<file path="config.mk">
export PLATFORM = sky130hd
export DESIGN_NAME = hgc_sequencer
export DESIGN_NICKNAME = d
export VERILOG_FILES = /design/src/rtl/hgc_seq_pkg.sv /design/src/rtl/hgc_cpu_slot.sv /design/src/rtl/hgc_sequencer.sv
export SDC_FILE = /design/constraint.sdc
export NUM_CORES = 1
export LEC_CHECK = 0
export BUFFER_PORTS_ARGS = -buffer_cell sky130_fd_sc_hd__buf_2
export CAP_MARGIN = 20
export CORE_MARGIN = 5
export CORE_UTILIZATION = 45
export CTS_CLUSTER_DIAMETER = 50
export CTS_CLUSTER_SIZE = 16
export DETAILED_ROUTE_END_ITERATION = 12
export PLACE_DENSITY = 0.78
export SYNTH_ARGS = -nofsm -noshare
export SYNTH_HDL_FRONTEND = slang
export SYNTH_SLANG_ARGS = --single-unit
</file>
<file path="constraint.sdc">
create_clock -name clk -period 1.5 [get_ports clk]
set_input_delay 0.3 -clock clk [delete_from_list [all_inputs] [get_ports clk]]
set_output_delay 0.3 -clock clk [all_outputs]
set_load 0.02 [all_outputs]
</file>
<file path="src/rtl/hgc_seq_pkg.sv">
// Shared constants for the HGC character sequencer.
// Counts are clk_seq values (5 bits). Two pixel clocks per dot or pixel.
package hgc_seq_pkg;
  localparam int unsigned CNT_W = 5;

  localparam logic [CNT_W-1:0] TEXT_LAST  = 5'd17; // 9 dots x 2 clocks
  localparam logic [CNT_W-1:0] GRPH_LAST  = 5'd31; // 16 pixels x 2 clocks

  // Display fetch: char byte address at 0-3, attribute byte address at 4-7
  localparam logic [CNT_W-1:0] READ_CHAR  = 5'd3;
  localparam logic [CNT_W-1:0] ADDR_ATT   = 5'd4;
  localparam logic [CNT_W-1:0] READ_ATT   = 5'd7;
  localparam logic [CNT_W-1:0] FETCH_LAST = 5'd7;

  // CPU slots
  localparam logic [CNT_W-1:0] SLOT_A     = 5'd8;
  localparam logic [CNT_W-1:0] SLOT_B     = 5'd24; // graphics only
  localparam logic [CNT_W-1:0] SLOT_T2    = 5'd12; // text second slot (optional)
  localparam int unsigned      SLOT_LEN   = 4;
endpackage

</file>
<file path="src/rtl/hgc_cpu_slot.sv">
// CPU access slot for the single-port VRAM.
// A slot opens on the edge where the next count is a slot start; cpu_req is
// sampled on that same edge (i.e. during count S-1). The grant then covers
// SLOT_LEN counts and ack pulses in the last one.
// Ports:
//   clk, reset   pixel clock, synchronous active-high reset (aborts, no ack)
//   slot_start   next count is the first count of an enabled slot
//   req          CPU request level
//   grant        VRAM mux owned by CPU (registered)
//   ack          one-cycle completion pulse (registered)
module hgc_cpu_slot
  import hgc_seq_pkg::*;
(
  input  logic clk,
  input  logic reset,
  input  logic slot_start,
  input  logic req,
  output logic grant,
  output logic ack
);
  localparam int unsigned POS_W = $clog2(SLOT_LEN);
  localparam logic [POS_W-1:0] POS_ACK = POS_W'(SLOT_LEN - 2);
  localparam logic [POS_W-1:0] POS_END = POS_W'(SLOT_LEN - 1);

  logic [POS_W-1:0] pos; // position inside the grant window

  always_ff @(posedge clk) begin
    if (reset) begin
      grant <= 1'b0;
      ack   <= 1'b0;
      pos   <= '0;
    end else if (slot_start && req) begin
      grant <= 1'b1;
      ack   <= 1'b0;
      pos   <= '0;
    end else if (grant) begin
      if (pos == POS_END) begin
        grant <= 1'b0;
        ack   <= 1'b0;
      end else begin
        pos <= pos + 1'b1;
        ack <= (pos == POS_ACK);
      end
    end else begin
      ack <= 1'b0;
    end
  end
endmodule

</file>
<file path="src/rtl/hgc_sequencer.sv">
// HGC per-character sequencer: clock sequence count, display fetch strobes,
// CRTC character clock and CPU VRAM slot arbitration.
// Every output is registered from a decode of the next count, so each strobe
// is high exactly while clk_seq shows its count.
// Optional macro HGC_DUAL_SLOT_EN: adds a text-mode CPU slot at counts 12-15.
// Ports:
//   clk, reset      pixel clock, synchronous active-high reset
//   grph_mode       0 text (18 counts), 1 graphics (32 counts); taken at wrap
//   cpu_req         CPU access request level, held until cpu_ack
//   clk_seq         current sequence count
//   vram_read, vram_read_a0, vram_read_char, vram_read_att   display fetch
//   charrom_read, disp_pipeline, crtc_clk                    end of character
//   cpu_grant, cpu_ack                                       CPU handshake
module hgc_sequencer
  import hgc_seq_pkg::*;
(
  input  logic             clk,
  input  logic             reset,
  input  logic             grph_mode,
  input  logic             cpu_req,
  output logic [CNT_W-1:0] clk_seq,
  output logic             vram_read,
  output logic             vram_read_a0,
  output logic             vram_read_char,
  output logic             vram_read_att,
  output logic             charrom_read,
  output logic             disp_pipeline,
  output logic             crtc_clk,
  output logic             cpu_grant,
  output logic             cpu_ack
);
  logic [CNT_W-1:0] active_last;
  logic [CNT_W-1:0] nxt;
  logic [CNT_W-1:0] nxt_last;
  logic             wrap;
  logic             slot_start;

  // Mode only changes the length of the character that starts at the wrap,
  // so the decode uses the last count that will apply to the next count.
  always_comb begin
    wrap     = (clk_seq == active_last);
    nxt      = wrap ? '0 : clk_seq + 1'b1;
    nxt_last = wrap ? (grph_mode ? GRPH_LAST : TEXT_LAST) : active_last;
  end

  always_comb begin
    slot_start = (nxt == SLOT_A) ||
                 ((nxt == SLOT_B) && (nxt_last == GRPH_LAST));
`ifdef HGC_DUAL_SLOT_EN
    slot_start = slot_start || ((nxt == SLOT_T2) && (nxt_last == TEXT_LAST));
`else
    slot_start = slot_start;
`endif
  end

  always_ff @(posedge clk) begin
    if (reset) begin
      clk_seq        <= '0;
      active_last    <= TEXT_LAST;
      vram_read      <= 1'b0;
      vram_read_a0   <= 1'b0;
      vram_read_char <= 1'b0;
      vram_read_att  <= 1'b0;
      charrom_read   <= 1'b0;
      disp_pipeline  <= 1'b0;
      crtc_clk       <= 1'b0;
    end else begin
      clk_seq        <= nxt;
      active_last    <= nxt_last;
      vram_read      <= (nxt <= FETCH_LAST);
      vram_read_a0   <= (nxt >= ADDR_ATT) && (nxt <= FETCH_LAST);
      vram_read_char <= (nxt == READ_CHAR);
      vram_read_att  <= (nxt == READ_ATT);
      charrom_read   <= (nxt == nxt_last);
      disp_pipeline  <= (nxt == nxt_last);
      crtc_clk       <= (nxt == nxt_last);
    end
  end

  hgc_cpu_slot u_slot (
    .clk        (clk),
    .reset      (reset),
    .slot_start (slot_start),
    .req        (cpu_req),
    .grant      (cpu_grant),
    .ack        (cpu_ack)
  );

  // CPU slots never overlap the display fetch window.
  a_no_overlap: assert property (@(posedge clk) disable iff (reset)
    !(cpu_grant && vram_read));
endmodule

</file>
; Word level (Yosys, flattened, before mapping)
; Cells that the tools add are included.
[word_totals]
word_cells = 38
out_inout_bits = 14
inputBits = 4
reg_bits = 19
[classes]
addsub = 2
n_eq_ne = 9
muxes = 6
bitwise_logic = 2
order_cmp = 2
n_reduce_logical = 7
[op_table]
columns = cell, n
row1 = $eq A5 B5 Y1, 2
row2 = $eq A5 B5 Y1 const B, 2
row3 = $mux W5, 2
row4 = $add A5 B1 Y5 const B, 1
row5 = $eq A5 B2 Y1 const B, 1
row6 = $eq A5 B3 Y1 const B, 1
row7 = $eq A5 B4 Y1 const B, 1
row8 = $ge A5 B3 Y1 const B, 1
row9 = $le A5 B3 Y1 const B, 1
row10 = $eq A2 B2 Y1 const B, 2
row11 = $mux W4, 1
row12 = $reduce_or A4 Y1, 1
row13 = $logic_and A1 B1 Y1, 3
row14 = $mux W1, 3
row15 = $add A2 B1 Y2 const B, 1
row16 = $not A1 Y1, 2
row17 = $reduce_and A2 Y1, 1
row18 = $reduce_or A2 Y1, 1
row19 = $logic_or A1 B1 Y1, 1

; Depth between registers and ports, before layout
[depth]
ltp_word = 7
mapped_depth = 6
ltp_nobuf = 5

; Hierarchy
; A second synthesis with hierarchy kept.
[hier_totals]
cells_unflattened = 91
area_unflattened_um2 = 855.8
[modules_own_cells]
columns = mod, area_each_um2, cells_each, seq_area_each_um2, n_inst
row1 = hgc_sequencer, 680.7, 74, 300.3, 1
row2 = hgc_cpu_slot, 175.2, 17, 80.1, 1

; Worst setup path after synthesis
; Ideal clock, no wire load.
[synth_timing]
kind = register to register
from = register clk_seq[0]
to = register u_slot.grant
required_time_ns = 1.383
setup_time_ns = 0.117
stages_incl_launch_ff = 7
arrival_time_ns = 1.595
setup_slack_ns = -0.213
period_less_slack_ns = 1.713
n_path_buf = 1
cell_sequence = dfxtp_1 > ha_1 > buf_4 > nand3_4 > xor2_2 > o2111a_2 > a32o_1
[synth_between]
elab_chain_len = 7
elab_cells_between_ends = 11
cone_classes = add/sub (1) / eq/ne (4) / mux (3) / reduce/logical (3)
[synth_lines]
columns = element, line_no
row1 = "start, declared", hgc_sequencer.sv:21  ; output logic [CNT_W-1:0] clk_seq,
row2 = "start signal, assigned", hgc_sequencer.sv:68  ; clk_seq <= nxt;
row3 = $add A5 B1 Y5 / $eq A5 B5 Y1 (equally long branches), "hgc_sequencer.sv:42, hgc_sequencer.sv:41"
row4 = "$mux W5, on equally long branches", "hgc_sequencer.sv:42, hgc_sequencer.sv:43"
row5 = $eq A5 B5 Y1, hgc_sequencer.sv:48  ; ((nxt == SLOT_B) && (nxt_last == GRPH_LAST));
row6 = $logic_and A1 B1 Y1, hgc_sequencer.sv:48
row7 = $logic_or A1 B1 Y1 (*), hgc_sequencer.sv:47  ; slot_start = (nxt == SLOT_A) ||
row8 = $logic_and A1 B1 Y1 (*), hgc_cpu_slot.sv:32  ; end else if (slot_start && req) begin
row9 = $mux W1 (*), hgc_cpu_slot.sv:32
row10 = "end signal, assigned", hgc_cpu_slot.sv:29  ; grant <= 1'b0;
row11 = "end signal, assigned", hgc_cpu_slot.sv:33  ; grant <= 1'b1;
row12 = "end signal, assigned", hgc_cpu_slot.sv:38  ; grant <= 1'b0;
row13 = "end, declared", hgc_cpu_slot.sv:18  ; output logic grant,
; Mark *: on every way between the ends. The rest lies on a longest branch, timed or not.
; A chain may end at the register's enable or synchronous reset.

; Worst setup path in the final report
[layout_timing]
from = register clk_seq[1]
to = register u_slot.ack
[layout_between]
elab_chain_len = 7
elab_cells_between_ends = 11
cone_classes = add/sub (1) / eq/ne (4) / mux (2) / reduce/logical (4)
[layout_lines]
columns = element, line_no
row1 = $add A5 B1 Y5 / $eq A5 B5 Y1 (equally long branches), "hgc_sequencer.sv:42, hgc_sequencer.sv:41"
row2 = "$mux W5, on equally long branches", "hgc_sequencer.sv:42, hgc_sequencer.sv:43"
row3 = $eq A5 B5 Y1, hgc_sequencer.sv:48
row4 = $logic_and A1 B1 Y1, hgc_sequencer.sv:48
row5 = $logic_or A1 B1 Y1 (*), hgc_sequencer.sv:47
row6 = $logic_and A1 B1 Y1 (*), hgc_cpu_slot.sv:32
row7 = $reduce_or A4 Y1 (no source line) (*), --
row8 = "end signal, assigned", hgc_cpu_slot.sv:42  ; ack <= (pos == POS_ACK);
row9 = "end, declared", hgc_cpu_slot.sv:19  ; output logic ack
; Marks and branches as above.

==> run_results.csv <==
group,metric,value,unit
run_status,status,"completed",
floorplan,fp.dieW,55.7,microns
critical_path,timing.rr.end,"u_slot.ack",
floorplan,num_rows,16,
place,dp_hpwl,1.50,mm
sta,skew,0.00441,ns
routing,routed_via_density,5.25,
flow_run,maxCapViolCount,0,
routing,wirelength,1.97,mm
critical_path,path_class,"reg2reg",
critical_path,timing.rr.start,"clk_seq[1]",
final_layout,drive_gt1_frac,0.366,
sta,min_period,1.46,ns
synth,synthCells,100,
routing,dr.pass1.iters,4,
min_path,min_to,"u_slot.pos[0]",
synth,synth-seq-area-share,0.404,
clock_network,ctsHoldBuffers,0,
routing,route.detailed.drc,0,
clock_network,cts_tree,"built",
place,port_buffers,17,
synth,synth.distinct_cells,30,
place,dpl_cell_area,0.00108,sq mm
final_layout,n_antenna_cell,0,
clock_network,htree_levels,1,
floorplan,start_util,0.475,
synth,yosys_warnings,0,
global_route,grt_pass1_wl,3.33,mm
sta,report.final.setup_viol,0,
sta,hold_violations,0,
place,gp_routability_congestion,0.782,
critical_path,start_kind,"flip-flop",
final_layout,stdcell_area,0.00114,sq mm
sta,slew_headroom,0.762,
routing,postRouteAntennaNets,0,
min_path,min_path_cells,2,
synth,ys_seq_elements,19,
clock_network,cts-buffers-inserted,3,
sta,fmax,685,MHz
final_layout,finalNonFillerCells,150,
clock_network,clockRootBuffer,"clkbuf_4",
power,p_leak,0.471,nW
critical_path,cp.required,1.68,ns
routing,drtIter0Drc,27,
sta,slew_viol_final,0,
critical_path,end_kind,"flip-flop",
clock_network,clock_latency,0.30,ns
critical_path,arrival,1.64,ns
sta,worst_pin_slew,0.356,ns
floorplan,die_y,55.7,microns
floorplan,dieArea,0.00311,sq mm
global_route,grt_pass1_vias,722,
global_route,overflow,0,
global_route,grtUsageTotal,0.134,
routing,routedWlPerCell,13.1,microns
min_path,hold_start,"reset",
power,peakVddDrop,0.615,mV
sta,final.setup.tns,0,ns
critical_path,reg2reg_slack,0.04,ns
synth,syn-num-nets,107,
synth,synth_area,941,sq um
floorplan,core_area,0.00198,sq mm
global_route,antenna_found_initial,0,
synth,synth_area_per_cell,9.41,sq um
final_layout,nets,131,
critical_path,reg2reg_depth,6,
routing,num_vias,788,
critical_path,worstPathMaxFanout,5,
power,power_density,813,mW/mm^2
sta,fin_crit_sh,0.973,
min_path,min_path_type,"in2reg",
final_layout,syn_to_final_growth,20.7,%
clock_network,clkTransAtPathRegs,0.11,ns
clock_network,clk_path_buf_depth,2,
floorplan,pin_count,18,
final_layout,fillers,179,
global_route,grt_max_degree,12,
place,dpl.cell_count,145,
clock_network,clock-sinks,19,
[through the flow]
stage	total power [mW]	util	setup slack, ns	hold slack (ns)
final	0.923	0.573	0.0404	0.270
after global routing	0.976	0.573	-0.00163	0.277
after CTS	0.925	0.561	0.0124	0.263
after detailed placement	0.670	0.547	0.0639	0.477
after global placement	0.666	0.547	0.110	0.465
after floorplan	0.632	-	0.00123	0.464
[registers in the layout, indices dropped and copies added, names as in the netlist]
register / flops
active_last: 5
clk_seq: 5
crtc_clk: 1
u_slot.ack: 1
u_slot.grant: 1
u_slot.pos: 2
vram_read: 1
vram_read_a0: 1
vram_read_att: 1
vram_read_char: 1
[cells in the mapped netlist (all sizes together)]
library cell | number | area (sq um)
or2 | 2 | 12.5
a32o | 1 | 10.0
nor3 | 4 | 20.0
xnor3 | 1 | 22.5
nand3 | 6 | 42.5
o21ai | 6 | 33.8
nand3b | 1 | 7.51
xnor2 | 10 | 87.6
a31oi | 3 | 18.8
xor2 | 3 | 33.8
nor2b | 1 | 6.26
buf | 6 | 52.6
a21oi | 4 | 20.0
and2 | 1 | 6.26
and3 | 2 | 12.5
dfxtp | 19 | 380
ha | 3 | 37.5
clkbuf | 1 | 3.75
a211oi | 3 | 22.5
nor3b | 1 | 7.51
nand2 | 6 | 22.5
inv | 5 | 18.8
o2111a | 1 | 12.5
nor4 | 1 | 12.5
nor2 | 8 | 30.0
nand2b | 1 | 6.26
[power by group]
group,switching [mW],internal [mW]
Clock,0.158,0.0994
Combinational,0.0786,0.0545
Sequential,0.0149,0.518
[kinds of logic after synthesis]
logic type | after synthesis | synth area share
and+or+nand+nor | 34 | 0.198
buffers and inverters | 12 | 0.0798
DFF | 19 | 0.404
adders and majority gates | 3 | 0.0399
AOI/OAI and AO/OA | 18 | 0.125
xor gates and xnor gates | 14 | 0.153
[worst max path at each step]
stage                          start      endpoint
after global placement    clk_seq[0]  u_slot.grant
after CTS                 clk_seq[3]    u_slot.ack
after detailed placement  clk_seq[0]    u_slot.ack
final                     clk_seq[1]    u_slot.ack
after global routing      clk_seq[1]    u_slot.ack
after floorplan           clk_seq[0]  u_slot.grant
[what timing repair did]
item	in CTS	in global routing
setup buffers	0	1
endpoints found under the setup margin	0	5
resized for setup	0	5
[layer usage]
metal  part of all wire  track usage
met1               0.42        0.169
met5                  0            0
met2               0.49        0.211
met4              0.019       0.0625
met3              0.073       0.0348
[critical path, cell delays in order (launching register included)]
cell and delay (ns):
dfxtp_4 0.39, ha_4 0.18, buf_4 0.15, nor3b_1 0.23, a31oi_2 0.09, a21oi_2 0.20, a211oi_1 0.11
[cell type report]
type	count	area [sq um]	area share
flip-flops and latches	19	390	0.344
clock buffers	3	22.5	0.0198
well taps	27	33.8	0.0297
repair buffers	26	153	0.134
multi-input cells	69	513	0.452
clock inverters	1	5.00	0.00441
inverters	5	18.8	0.0165
[layout by cell type (no fill, tap or decap), types with 2 or more instances in the layout]
| cell type | n |
|---|---|
| inv_1 | 5 |
| dfxtp_4 | 2 |
| nor3_1 | 4 |
| xnor2_1 | 10 |
| buf_2 | 17 |
| a31oi_1 | 2 |
| xor2_1 | 2 |
| nor2_1 | 8 |
| nand2_1 | 6 |
| nand3_1 | 5 |
| a21oi_1 | 3 |
| dfxtp_2 | 2 |
| a211oi_1 | 2 |
| o21ai_0 | 5 |
| clkbuf_4 | 3 |
| and3_1 | 2 |
| or2_2 | 2 |
| dfxtp_1 | 15 |
| buf_4 | 9 |
| ha_1 | 2 |
(Power assumes the default switching activity.)
